===== src/rtl/updown_counter_p.sv =====
// -----------------------------------------------------------------------------
// updown_counter_p
//
// Parametrised loadable up/down counter with modulus MAX_COUNT+1, variable
// step, count enable, one-cycle terminal-count pulse, sticky overflow and
// underflow flags, and optional saturation.
//
// Optional feature macro: UDC_SAT_EN
//   defined   : saturation logic is present; 'sat' selects saturate (1) or
//               wrap (0) on every cycle.
//   undefined : counting always wraps and 'sat' is ignored.
//
// Parameters
//   WIDTH     : count width in bits (2..32)
//   MAX_COUNT : highest count value, 1 .. 2**WIDTH-1
//   STEP_W    : width of 'step'
//
// Ports
//   clk       : rising-edge clock
//   rst_n     : asynchronous active-low reset
//   en        : count enable
//   load      : synchronous load of load_val (clamped to MAX_COUNT), wins over counting
//   load_val  : value to load
//   up/down   : direction request; exactly one must be high to count
//   step      : count magnitude; 0 means hold
//   sat       : saturate (1) / wrap (0), only with UDC_SAT_EN
//   clr_flags : clears ovf/unf; a simultaneous set wins
//   count     : registered count
//   tc        : registered one-cycle terminal-count pulse
//   ovf/unf   : sticky up/down crossing flags
//   zero      : registered, high when count is 0
// -----------------------------------------------------------------------------
module updown_counter_p #(
    parameter int unsigned WIDTH     = 4,
    parameter int unsigned MAX_COUNT = 32'((64'd1 << WIDTH) - 64'd1),
    parameter int unsigned STEP_W    = 2
) (
    input  logic              clk,
    input  logic              rst_n,
    input  logic              en,
    input  logic              load,
    input  logic [WIDTH-1:0]  load_val,
    input  logic              up,
    input  logic              down,
    input  logic [STEP_W-1:0] step,
    input  logic              sat,
    input  logic              clr_flags,
    output logic [WIDTH-1:0]  count,
    output logic              tc,
    output logic              ovf,
    output logic              unf,
    output logic              zero
);

    // Arithmetic width: wide enough for count + step and for MAX_COUNT+1
    // even when WIDTH = 32.
    localparam int unsigned AW = WIDTH + STEP_W + 1;
    localparam logic [AW-1:0] MAX_A = AW'(MAX_COUNT);
    localparam logic [AW-1:0] MOD_A = MAX_A + AW'(1);
    localparam logic [WIDTH-1:0] MAX_W = WIDTH'(MAX_COUNT);

    logic [WIDTH-1:0] count_q, count_d;
    logic             tc_q, tc_d;
    logic             ovf_q, ovf_d;
    logic             unf_q, unf_d;
    logic             zero_q, zero_d;

    logic             sat_mode;
    logic [AW-1:0]    count_a;
    logic [AW-1:0]    step_a;
    logic [AW-1:0]    step_r;
    logic [AW-1:0]    sum_a;
    logic             ovf_set;
    logic             unf_set;

`ifdef UDC_SAT_EN
    assign sat_mode = sat;
`else
    logic sat_unused;
    assign sat_unused = sat;
    assign sat_mode   = 1'b0;
`endif

    always_comb begin
        count_d = count_q;
        tc_d    = 1'b0;
        ovf_set = 1'b0;
        unf_set = 1'b0;

        count_a = AW'(count_q);
        step_a  = AW'(step);
        // A step equal to the modulus is kept as-is: it wraps a full turn
        // and still counts as a crossing.
        step_r  = (step_a > MOD_A) ? (step_a % MOD_A) : step_a;
        sum_a   = count_a + step_r;

        if (load) begin
            count_d = (AW'(load_val) > MAX_A) ? MAX_W : load_val;
        end else if (en && (up ^ down) && (step != '0)) begin
            if (up) begin
                if (sum_a > MAX_A) begin
                    tc_d    = 1'b1;
                    ovf_set = 1'b1;
                    count_d = sat_mode ? MAX_W : WIDTH'(sum_a - MOD_A);
                end else begin
                    count_d = WIDTH'(sum_a);
                end
            end else begin
                if (step_r > count_a) begin
                    tc_d    = 1'b1;
                    unf_set = 1'b1;
                    count_d = sat_mode ? '0 : WIDTH'(count_a + MOD_A - step_r);
                end else begin
                    count_d = WIDTH'(count_a - step_r);
                end
            end
        end

        ovf_d  = ovf_set | (ovf_q & ~clr_flags);
        unf_d  = unf_set | (unf_q & ~clr_flags);
        zero_d = (count_d == '0);
    end

    always_ff @(posedge clk or negedge rst_n) begin
        if (!rst_n) begin
            count_q <= '0;
            tc_q    <= 1'b0;
            ovf_q   <= 1'b0;
            unf_q   <= 1'b0;
            zero_q  <= 1'b1;
        end else begin
            count_q <= count_d;
            tc_q    <= tc_d;
            ovf_q   <= ovf_d;
            unf_q   <= unf_d;
            zero_q  <= zero_d;
        end
    end

    assign count = count_q;
    assign tc    = tc_q;
    assign ovf   = ovf_q;
    assign unf   = unf_q;
    assign zero  = zero_q;

endmodule


===== config.mk =====
export PLATFORM = sky130hd
export DESIGN_NAME = updown_counter_p
export DESIGN_NICKNAME = d
export VERILOG_FILES = /design/src/rtl/updown_counter_p.sv
export SDC_FILE = /design/constraint.sdc
export NUM_CORES = 1
export LEC_CHECK = 0
export BUFFER_PORTS_ARGS = -buffer_cell sky130_fd_sc_hd__buf_2
export CORE_MARGIN = 4
export CORE_UTILIZATION = 42
export DETAILED_ROUTE_END_ITERATION = 8
export PLACE_DENSITY = 0.79
export SYNTH_ARGS = -nofsm -noshare
export SYNTH_HDL_FRONTEND = slang
export SYNTH_SLANG_ARGS = --single-unit

===== constraint.sdc =====
create_clock -name clk -period 1.93 [get_ports clk]
set_clock_uncertainty 0.2 [all_clocks]
set_input_delay 0.386 -clock clk [delete_from_list [all_inputs] [get_ports clk]]
set_output_delay 0.386 -clock clk [all_outputs]
set_load 0.05 [all_outputs]

==> key figures, run 1 <==
Outcome
  – Outcome: finished, violations left
  – Violated checks: negative setup slack

Worst setup path
  – WP data required: around 1.9 ns
  – Max stage delay on crit path: 0.44 ns
  – RR Startpoint: count[0]
  – Critical-path cell list: ha_4, fa_2, mux2i_1, nor3_2, xor2_1, o21a_1, a2111oi_4
  – CP max stage cell: dfrtp_2
  – Worst Setup SP: count[0]
  – Critical path fanouts, max: 4
  – Setup crit end kind: flip-flop
  – Worst path arrival time: ~2.1 ns
  – Critical Path Start Type: flip-flop
  – Crit path kind: flip-flop to flip-flop

Yosys
  – Yosys warnings: 0
  – Largest cells by area after synthesis: dfrtp_1 (29%), ha_1 (8.4%), fa_1 (6.7%)
  – Sequential area share after synthesis: between 30% and 40%
  – Flops & latches, synth: 8
  – Cells after Synth: 55
  – Syn Area/Cell: ~11 sq um
  – Post-Syn Nets: 75
  – Yosys top cell by area: dfrtp_1
  – Post-synth top area share: ~29%
  – Synth cell types: 31
  – Post-Syn Area: roughly 600 sq um

Detailed routing
  – DRC: 0
  – First-pass DRT Iterations: 4
  – Wire per inst: 13.7 um
  – Drt total wl: 1350 um
  – Vias/cell: 5.17
  – 1st-iter DRT viols: 4
  – Number of nets with antenna violations after routing: 0
  – DR vias: 512

Power
  – Maximum vdd drop: just under 600 uV
  – Pint: approximately 0.36 mW
  – Power Total: between 0.5 and 0.6 mW
  – Pleak: roughly 0.4 nW
  – Net Switching: approximately 0.22 mW
  – Pwr dens: 672 mW/mm^2
  – Clock power frac: 23.3%
  – Sequential power share: a little over a third
  – Sw Share: a little under two fifths
  – Combinational power share: between 40% and 50%

Hold path
  – Hold path start: clr_flags
  – Worst hold-check path type: input pin to flip-flop

Place
  – Placement Setup Slack: -0.270 ns
  – IO buf count: 20
  – GP Congestion: around 0.8
  – Placed wire-length estimate: roughly 1000 um

Floorplanning
  – Die area: about 0.0021 sq mm
  – Row count: 13
  – Initial Util: about 45%
  – I/O pin total: 22
  – DIE HEIGHT: between 40 and 50 um
  – Chip Width: roughly 46 um
  – Core Area: ~0.0013 sq mm

STA
  – Final WS setup: -0.186 ns
  – Fin. Hold Viols: 0
  – RSZ-0062 raised after global routing: yes
  – Rel. slew slack: roughly three quarters
  – Fin crit share: 110%
  – Final min period: between 2 and 2.5 ns
  – Least-Margin Pin Slew: around 0.38 ns
  – Worst Hold Margin: around 0.15 ns
  – Max Freq: 473 MHz
  – Final max-slew violation count: 0
  – Setup violators final: 1

Layout
  – N_diodes: 0
  – Area of the multi-input gates: 442 sq um
  – Nets: around 110
  – Layout cells sized above 1: 60.7%
  – Fillers: approximately 110
  – Total area of sequential cells: 204 sq um
  – Synth-to-layout area growth: 44.9%

GRT
  – Vias in the first global route: approximately 530
  – Global-route wire length before repair: 2290 um
  – Largest net degree at the start of global routing: 10
  – GRT Util Overall: between 10% and 20%
  – Initial antenna violation count: 0
  – Overflow after GRT: 0

CTS
  – Num CTS Buffers: 3
  – CTS Sinks: 8
  – CTS H-tree depth: 1
  – Clock latency on the worst-skew pair: approximately 0.25 ns
  – Clock root cell: clkbuf_4
  – Max clock buf depth: 2
  – CTS tree: yes
  – Clock transition at path regs: around 0.060 ns

Job
  – Max Cap Viol: 0
[Yosys cell counts]
master and number:
a2111oi_2 1, a21o_1 1, a21oi_1 2, buf_6 2, dfrtp_1 7, dfstp_2 1
fa_1 2, ha_1 4, inv_1 6, mux2_2 3, mux2i_1 1, nand2_1 1
nand2b_1 1, nand3_1 1, nand3b_1 1, nand4_1 1, nor2_1 2, nor2b_1 1
nor3_1 2, nor4_1 1, nor4b_1 1, o211ai_1 1, o21a_1 1, o21ai_0 3
o21ai_1 1, o21ai_4 1, o311ai_2 1, or2_4 1, or3b_2 1, xnor2_2 1
xor2_1 2
[state kept, by name, indices dropped and copies added, names as in the netlist]
name   count
count      4
unf        1
zero       1
ovf        1
tc         1
[placed cells by master, fill, tap and decap left out, drive strengths merged, types with 2 or more instances in the layout]
cell    count
o21ai       5
inv         6
dfrtp       7
mux2        3
buf        26
a21oi       2
fa          2
clkbuf      4
nor3        2
nor2        2
ha          4
xor2        2
[metal layers]
layer | vias up | share of wire [%] | track usage (%)
li1 | 251 | - | -
met1 | 250 | 41 | 20.2
met2 | 9 | 54 | 24.8
met3 | 2 | 3.6 | 1.19
met4 | 0 | 0.59 | 5.11
met5 | - | 0 | 0
[path summary, 6_finish.rpt]
path,end,slack (ns),cells after the start
max in group asynchronous,zero,0.99,2
min reg2reg,ovf,0.28,1
max reg2reg,zero,-0.19,7
min in group asynchronous,tc,0.30,2
max,zero,-0.19,7
min,unf,0.15,2
[per-stage QoR]
step / setup TNS, ns / cells / area, sq um / util, %
after floorplan: -0.359 / 55 / 632 / -
after global placement: -0.391 / 94 / 773 / 58.7
after detailed placement: -0.477 / 94 / 773 / 58.7
after CTS: -0.170 / 99 / 810 / 61.4
after global routing: -0.413 / 99 / 868 / 65.9
final: -0.186 / 99 / 868 / 65.9
[final cells by class]
| cell class | count | share of cell area, % |
|---|---|---|
| well taps | 15 | 2.16 |
| flip-flops and latches | 8 | 23.5 |
| multi-input cells | 39 | 50.9 |
| clock buffers | 4 | 3.03 |
| inverters | 6 | 2.59 |
| repair buffers | 27 | 17.9 |
[worst max-delay path: cells and delay by family (launching register included)]
family / cells / cell delay (ns)
AND/OR/NAND/NOR: 1 / 0.06
XOR/XNOR: 1 / 0.16
multiplexers: 1 / 0.17
AO/OA/AOI/OAI: 2 / 0.48
adder cells (fa/ha/maj): 2 / 0.50
flip-flops: 1 / 0.44
[timing repair]
item | in CTS | in global routing
endpoints found under the hold margin | 8 | 0
endpoints found under the setup margin | 1 | 4
pin swaps | 1 | 4
resized for setup | 0 | 8
setup buffers | 0 | 0
hold buffers | 1 | 0
[power groups by stage]
| stage | sequential, mW | combinational (mW) | clock (mW) |
|---|---|---|---|
| final | 0.203 | 0.245 | 0.136 |
| after global routing | 0.205 | 0.271 | 0.147 |
| after CTS | 0.200 | 0.220 | 0.138 |
| after detailed placement | 0.203 | 0.218 | 0 |
| after global placement | 0.202 | 0.210 | 0 |
| after floorplan | 0.256 | 0.0944 | 0 |
[kinds of logic after synthesis]
family | synth area share (%)
AO/OA/AOI/OAI | 16.7
XOR/XNOR | 5.64
adder cells (fa/ha/maj) | 15.0
buffers and inverters | 7.52
flip-flops | 33.6
multiplexers | 7.31
AND/OR/NAND/NOR | 14.2
(Power assumes the default switching activity.)
==> run 2, diff against run 1 <==
CAP_MARGIN = 30   (was not set)
CORE_AREA = 4 4 41 43   (was not set)
CORE_MARGIN = not set   (was 4)
CORE_UTILIZATION = not set   (was 42)
DIE_AREA = 0 0 45 47   (was not set)
PLACE_DENSITY = 0.81   (was 0.79)
SLEW_MARGIN = 20   (was not set)
clock period = 2.7 ns   (was 1.93 ns; I/O delays follow)
==> run 2 against run 1 <==
The flow now finishes without violations. Flip-flop and latch count did not move. Cell area shrank 16%. Routed wire length fell by 12%. Global-route usage decreased by 0.95 points. Cell count decreased by 6.1%. Critical path depth rose by 1. Largest power group is now sequential cells. Highest routed layer unchanged.
==> key figures, run 2 (same netlist as run 1, synthesis figures left out) <==
Layout
  – Layout cells sized above 1: 42.3% (-18 points)
  – Leading cell types in the layout, fill and taps excluded: buf_2 (20), dfrtp_1 (7), inv_1 (6)
  – N_diodes: 0 (unchanged)
  – Number of flip-flops in the largest register: 4 (unchanged)
  – Leading cell type in the layout, fill and taps excluded: buf_2
  – Nets: 99 (-5.7%)
  – Synth-to-layout area growth: 22.1%

STA
  – Fin. Hold Viols: 0 (unchanged)
  – Least-Margin Pin Slew: 0.329 ns (-0.0509 ns)
  – Final min period: approximately 2.3 ns
  – Final max-slew violation count: 0 (unchanged)
  – RSZ-0062 raised after global routing: no
  – Max Freq: 438 MHz
  – Setup TNS Final: 0 ns (+0.186 ns)
  – Setup violators final: 0 (-1)
  – Fin crit share: between 80% and 90%
  – Rel. slew slack: 77.9% (+3.4 points)

CTS
  – CTS tree: yes
  – CTS H-tree depth: 1 (unchanged)
  – Clock transition at path regs: 0.05 ns (about the same)
  – Num CTS Buffers: 3 (unchanged)
  – CTS Sinks: 8 (unchanged)
  – Post-CTS resize count: 0 (unchanged)
  – Max clock buf depth: 2 (unchanged)
  – Clock latency on the worst-skew pair: 0.24 ns (about the same)
  – Clock root cell: clkbuf_4

Worst setup path
  – WP data required: 2.64 ns (+0.76 ns)
  – Worst Setup SP: step[0]
  – RR Startpoint: count[0]
  – CP max stage cell: fa_1
  – Critical-path cell list: buf_2, ha_1, fa_1, mux2i_1, nor3_1, xor2_1, o21a_1, a2111oi_2
  – Setup crit end kind: flip-flop
  – Max stage delay on crit path: 0.39 ns (-0.05 ns)
  – Critical Path Start Type: input pin
  – Critical path fanouts, max: 3 (-1)
  – Worst path arrival time: 2.22 ns (+0.15 ns)
  – Crit path kind: input pin to flip-flop

GRT
  – Largest net degree at the start of global routing: 11 (+1)
  – Initial antenna violation count: 0 (unchanged)
  – Global-route wire length before repair: 2070 um (-9.6%)
  – GRT Util Overall: 13.9% (-0.95 points)
  – Overflow after GRT: 0 (unchanged)
  – Vias in the first global route: 493 (-6.5%)

Floorplanning
  – Core Area: 0.00130 sq mm (-1.2%)
  – Chip Width: 45 um (-1.7%)
  – Initial Util: 46.1% (+0.57 points)
  – Die area: 0.00212 sq mm (+0.94%)
  – I/O pin total: 22 (unchanged)
  – Row count: 13 (unchanged)
  – DIE HEIGHT: 47 um (+2.7%)

Detailed routing
  – Number of nets with antenna violations after routing: 0 (unchanged)
  – DRC: 0 (unchanged)
  – First-pass DRT Iterations: 4 (unchanged)
  – 1st-iter DRT viols: 5 (+1)
  – Wire per inst: 12.7 um (-6.8%)
  – Drt total wl: 1180 um (-12%)
  – Vias/cell: 5.01 (-3.1%)
  – DR vias: 466 (-9.0%)

Hold path
  – Hold path start: ovf
  – Worst hold-check path type: flip-flop to flip-flop

Outcome
  – Outcome: finished clean

Power
  – Power Total: 0.374 mW (-36%)
  – Maximum vdd drop: 321 uV (-45%)
  – Pwr dens: 511 mW/mm^2 (-24%)
  – Pleak: 0.367 nW (-9.3%)

Place
  – Placed wire-length estimate: 992 um (-5.1%)
  – IO buf count: 20 (unchanged)
  – GP Congestion: 0.772 (-3.7%)

Job
  – Max Cap Viol: 0 (unchanged)
run 2: path summary, 6_finish.rpt:
kind                            cells past startpoint       end  slack (ns)
worst max register to register                      7      zero        0.44
max in group asynchronous                           2      zero        1.60
worst min-delay path                                1       ovf        0.27
worst max-delay path                                8      zero        0.42
min in group asynchronous                           2  count[3]        0.46
worst min register to register                      1       ovf        0.27
run 2: critical path, delay by kind of cell:
kind / cells / cell delay [ns]
compound gates: 2 / 0.54
xor+xnor: 1 / 0.16
fa+ha+maj: 2 / 0.62
buf+inv: 1 / 0.13
mux: 1 / 0.15
simple gates: 1 / 0.07
run 2: routing by layer:
layer	vias up	part of all wire [%]	track usage (%)	wire (um)
li1	237	-	-	-
met1	215	37	14.9	437
met2	12	57	26.0	674
met3	2	5.4	3.83	64
met4	0	0.68	5.26	8
met5	-	0	0	0
run 2: area by class of cell:
type                            instances  area, sq um
Inverter                                6         22.5
Tap cell                               15         18.8
Sequential cell                         8          201
Multi-Input combinational cell         39          353
Timing Repair Buffer                   21          110
Fill cell                             128          569
Clock buffer                            4         26.3
run 2: where the power goes:
part,internal [mW],total [mW],switching [mW]
clock,0.0564,0.0943,0.0379
sequential,0.131,0.144,0.0136
combinational,0.0490,0.135,0.0861
total,0.236,0.374,0.138
run 2: metrics by stage:
stage	setup slack [ns]	hold slack [ns]	utilization, %	cell area (sq um)	std cells
3_5_place_dp	0.170	0.188	53.5	696	88
4_1_cts	0.409	0.273	56.3	732	93
5_1_grt	0.290	0.282	56.3	732	93
3_3_place_gp	0.202	0.185	53.5	696	88
6_report	0.417	0.272	56.3	732	93
2_1_floorplan	0.271	0.0444	-	599	55
run 2: repair_timing:
item	4_1_cts	5_1_grt
hold endpoints to repair	7	0
hold buffers	1	0
buffers inserted	0	0
==> run 3, diff against run 2 <==
CORE_AREA = not set   (was 4 4 41 43)
CORE_MARGIN = 4   (was not set)
CORE_UTILIZATION = 42   (was not set)
DIE_AREA = not set   (was 0 0 45 47)
PLACE_DENSITY = 0.79   (was 0.81)
clock period = 1.85 ns   (was 2.7 ns; I/O delays follow)
==> run 3 against run 2 <==
Clock-buffer cell count is the same. Cell area increased by 23%. Global-route usage increased by 2.8 points. Flip-flop and latch count stayed put. Sequential share of layout area shrank 4.9 points. The flow now finishes with violations (negative setup slack). Setup slack got worse by 0.65 ns. First-iteration DRC count is 40% lower.
==> key figures, run 3 (same netlist as run 1, synthesis figures left out) <==
Place
  – IO buf count: 20 (unchanged)
  – Placement Setup Slack: -0.331 ns (-0.501 ns)
  – DP Area: 808 sq um (+16%)
  – GP Congestion: 0.713 (-7.7%)
  – Placed wire-length estimate: 1120 um (+13%)

CTS
  – CTS Sinks: 8 (unchanged)
  – Clock latency on the worst-skew pair: 0.26 ns (+0.02 ns)
  – Max clock buf depth: 2 (unchanged)
  – Num CTS Buffers: 3 (unchanged)
  – Clock root cell: clkbuf_4
  – Clock transition at path regs: 0.06 ns (about the same)
  – CTS H-tree depth: 1 (unchanged)
  – CTS tree: yes

GRT
  – Initial antenna violation count: 0 (unchanged)
  – Largest net degree at the start of global routing: 9 (-2)
  – Vias in the first global route: 585 (+19%)
  – GRT Util Overall: 16.7% (+2.8 points)
  – Overflow after GRT: 0 (unchanged)
  – Global-route wire length before repair: 2420 um (+17%)

Floorplanning
  – I/O pin total: 22 (unchanged)
  – Die area: 0.00210 sq mm (-0.93%)
  – Core Area: 0.00132 sq mm (+1.2%)
  – Initial Util: 45.5% (-0.57 points)
  – Chip Width: 45.8 um (+1.7%)
  – DIE HEIGHT: 45.8 um (-2.6%)
  – Row count: 13 (unchanged)

Detailed routing
  – DRC: 0 (unchanged)
  – Number of nets with antenna violations after routing: 0 (unchanged)
  – First-pass DRT Iterations: 3 (-1)
  – Wire per inst: 13.8 um (+8.4%)
  – DR vias: 513 (+10%)
  – Drt total wl: 1420 um (+20%)
  – 1st-iter DRT viols: 3 (-2)
  – Vias/cell: 4.98 (-0.60%)

Layout
  – Number of flip-flops in the largest register: 4 (unchanged)
  – Synth-to-layout area growth: 50.1%
  – Layout cells sized above 1: 62.5% (+20 points)
  – Leading cell type in the layout, fill and taps excluded: buf_2
  – Final non-filler cell area: 900 sq um (+23%)
  – Nets: 109 (+10%)
  – Leading cell types in the layout, fill and taps excluded: buf_2 (20), buf_4 (9), inv_1 (5), dfrtp_1 (5)
  – N_diodes: 0 (unchanged)

STA
  – Worst Hold Margin: 0.122 ns (-0.150 ns)
  – Setup violators final: 3 (+3)
  – Rel. slew slack: 72.2% (-5.7 points)
  – Final WS setup: -0.238 ns (-0.655 ns)
  – Fin crit share: 113%
  – Final min period: around 2.1 ns
  – Max Freq: ~480 MHz
  – RSZ-0062 raised after global routing: yes
  – Least-Margin Pin Slew: 0.414 ns (+0.0846 ns)
  – Final max-slew violation count: 0 (unchanged)
  – Fin. Hold Viols: 0 (unchanged)

Power
  – Clock power frac: 23.2% (-2.0 points)
  – Maximum vdd drop: 437 uV (+36%)
  – Power Total: 0.632 mW (+69%)
  – Pleak: 0.424 nW (+15%)
  – Pint: 0.391 mW (+66%)
  – Sw Share: 38.1% (+1.3 points)
  – Sequential power share: 33.3% (-5.3 points)
  – Pwr dens: 703 mW/mm^2 (+38%)
  – Combinational power share: 43.4% (+7.3 points)
  – Net Switching: 0.241 mW (+75%)

Hold path
  – Worst hold-check path type: input pin to flip-flop

Worst setup path
  – RR Startpoint: count[0]
  – Setup crit end kind: flip-flop
  – R2R Setup Slk: -0.24 ns (-0.68 ns)
  – WP data required: 1.81 ns (-0.83 ns)
  – Critical Path Start Type: flip-flop
  – Crit path kind: flip-flop to flip-flop
  – Worst Setup SP: count[0]
  – Reg-to-reg critical path endpoint: zero
  – R2R depth: 7 (unchanged)
  – Critical path fanouts, max: 3 (unchanged)
  – Worst path arrival time: 2.05 ns (-0.17 ns)
  – Crit path capture: zero

Outcome
  – Violated checks: negative setup slack
  – Outcome: finished, violations left

Job
  – Max Cap Viol: 0 (unchanged)
## run 3: changes by cell type in the layout (fill, tap and decap cells not counted), sizes merged
cell	before	now
buf	20	30
## run 3: worst min-delay path by stage
stage	start	end	depth (start not counted)
2_1_floorplan	rst_n	count[0]	0
3_3_place_gp	rst_n	tc	1
3_5_place_dp	rst_n	tc	1
4_1_cts	clr_flags	unf	2
5_1_grt	clr_flags	unf	2
6_report	clr_flags	unf	2
## run 3: routing by layer
layer / GRT usage, % / share of wire, % / vias up
met3: 3.95 / 4.6 / 5
met2: 28.1 / 51 / 13
li1: - / - / 256
met5: 0 / 0 / -
met1: 18.9 / 42 / 239
met4: 10.2 / 2.5 / 0
## run 3: power groups by stage
| stage | clock network, mW | registers [mW] | logic [mW] |
|---|---|---|---|
| 2_1_floorplan | 0 | 0.268 | 0.101 |
| 3_3_place_gp | 0 | 0.211 | 0.233 |
| 3_5_place_dp | 0 | 0.212 | 0.243 |
| 4_1_cts | 0.154 | 0.210 | 0.253 |
| 5_1_grt | 0.165 | 0.215 | 0.297 |
| 6_report | 0.147 | 0.211 | 0.275 |
## run 3: critical path, stage by stage, from the launching register on
cell       delay (ns)
dfrtp_2          0.43
ha_4             0.17
fa_2             0.34
mux2i_1          0.14
nor3_1           0.07
xor2_1           0.17
o21a_1           0.22
a2111oi_4        0.26
## run 3: final cells by class
cell class	instances	area [sq um]
clock buffers	4	26.3
fillers	100	418
inverters	6	22.5
multi-input cells	39	439
flip-flops and latches	8	204
well taps	15	18.8
repair buffers	31	189
## run 3: repair_timing
| item | 4_1_cts | 5_1_grt |
|---|---|---|
| hold buffers | 1 | 0 |
| setup endpoints to repair | 4 | 4 |
| setup buffers | 1 | 0 |
| hold endpoints to repair | 8 | 0 |
| gates resized for setup | 2 | 6 |
| pin swaps | 5 | 1 |
## run 3: metrics by stage
step	utilization (%)	std cells	setup TNS [ns]
2_1_floorplan	-	55	-0.611
3_3_place_gp	61.3	97	-0.562
3_5_place_dp	61.3	97	-0.690
4_1_cts	65.2	103	-0.401
5_1_grt	68.3	103	-0.769
6_report	68.3	103	-0.424
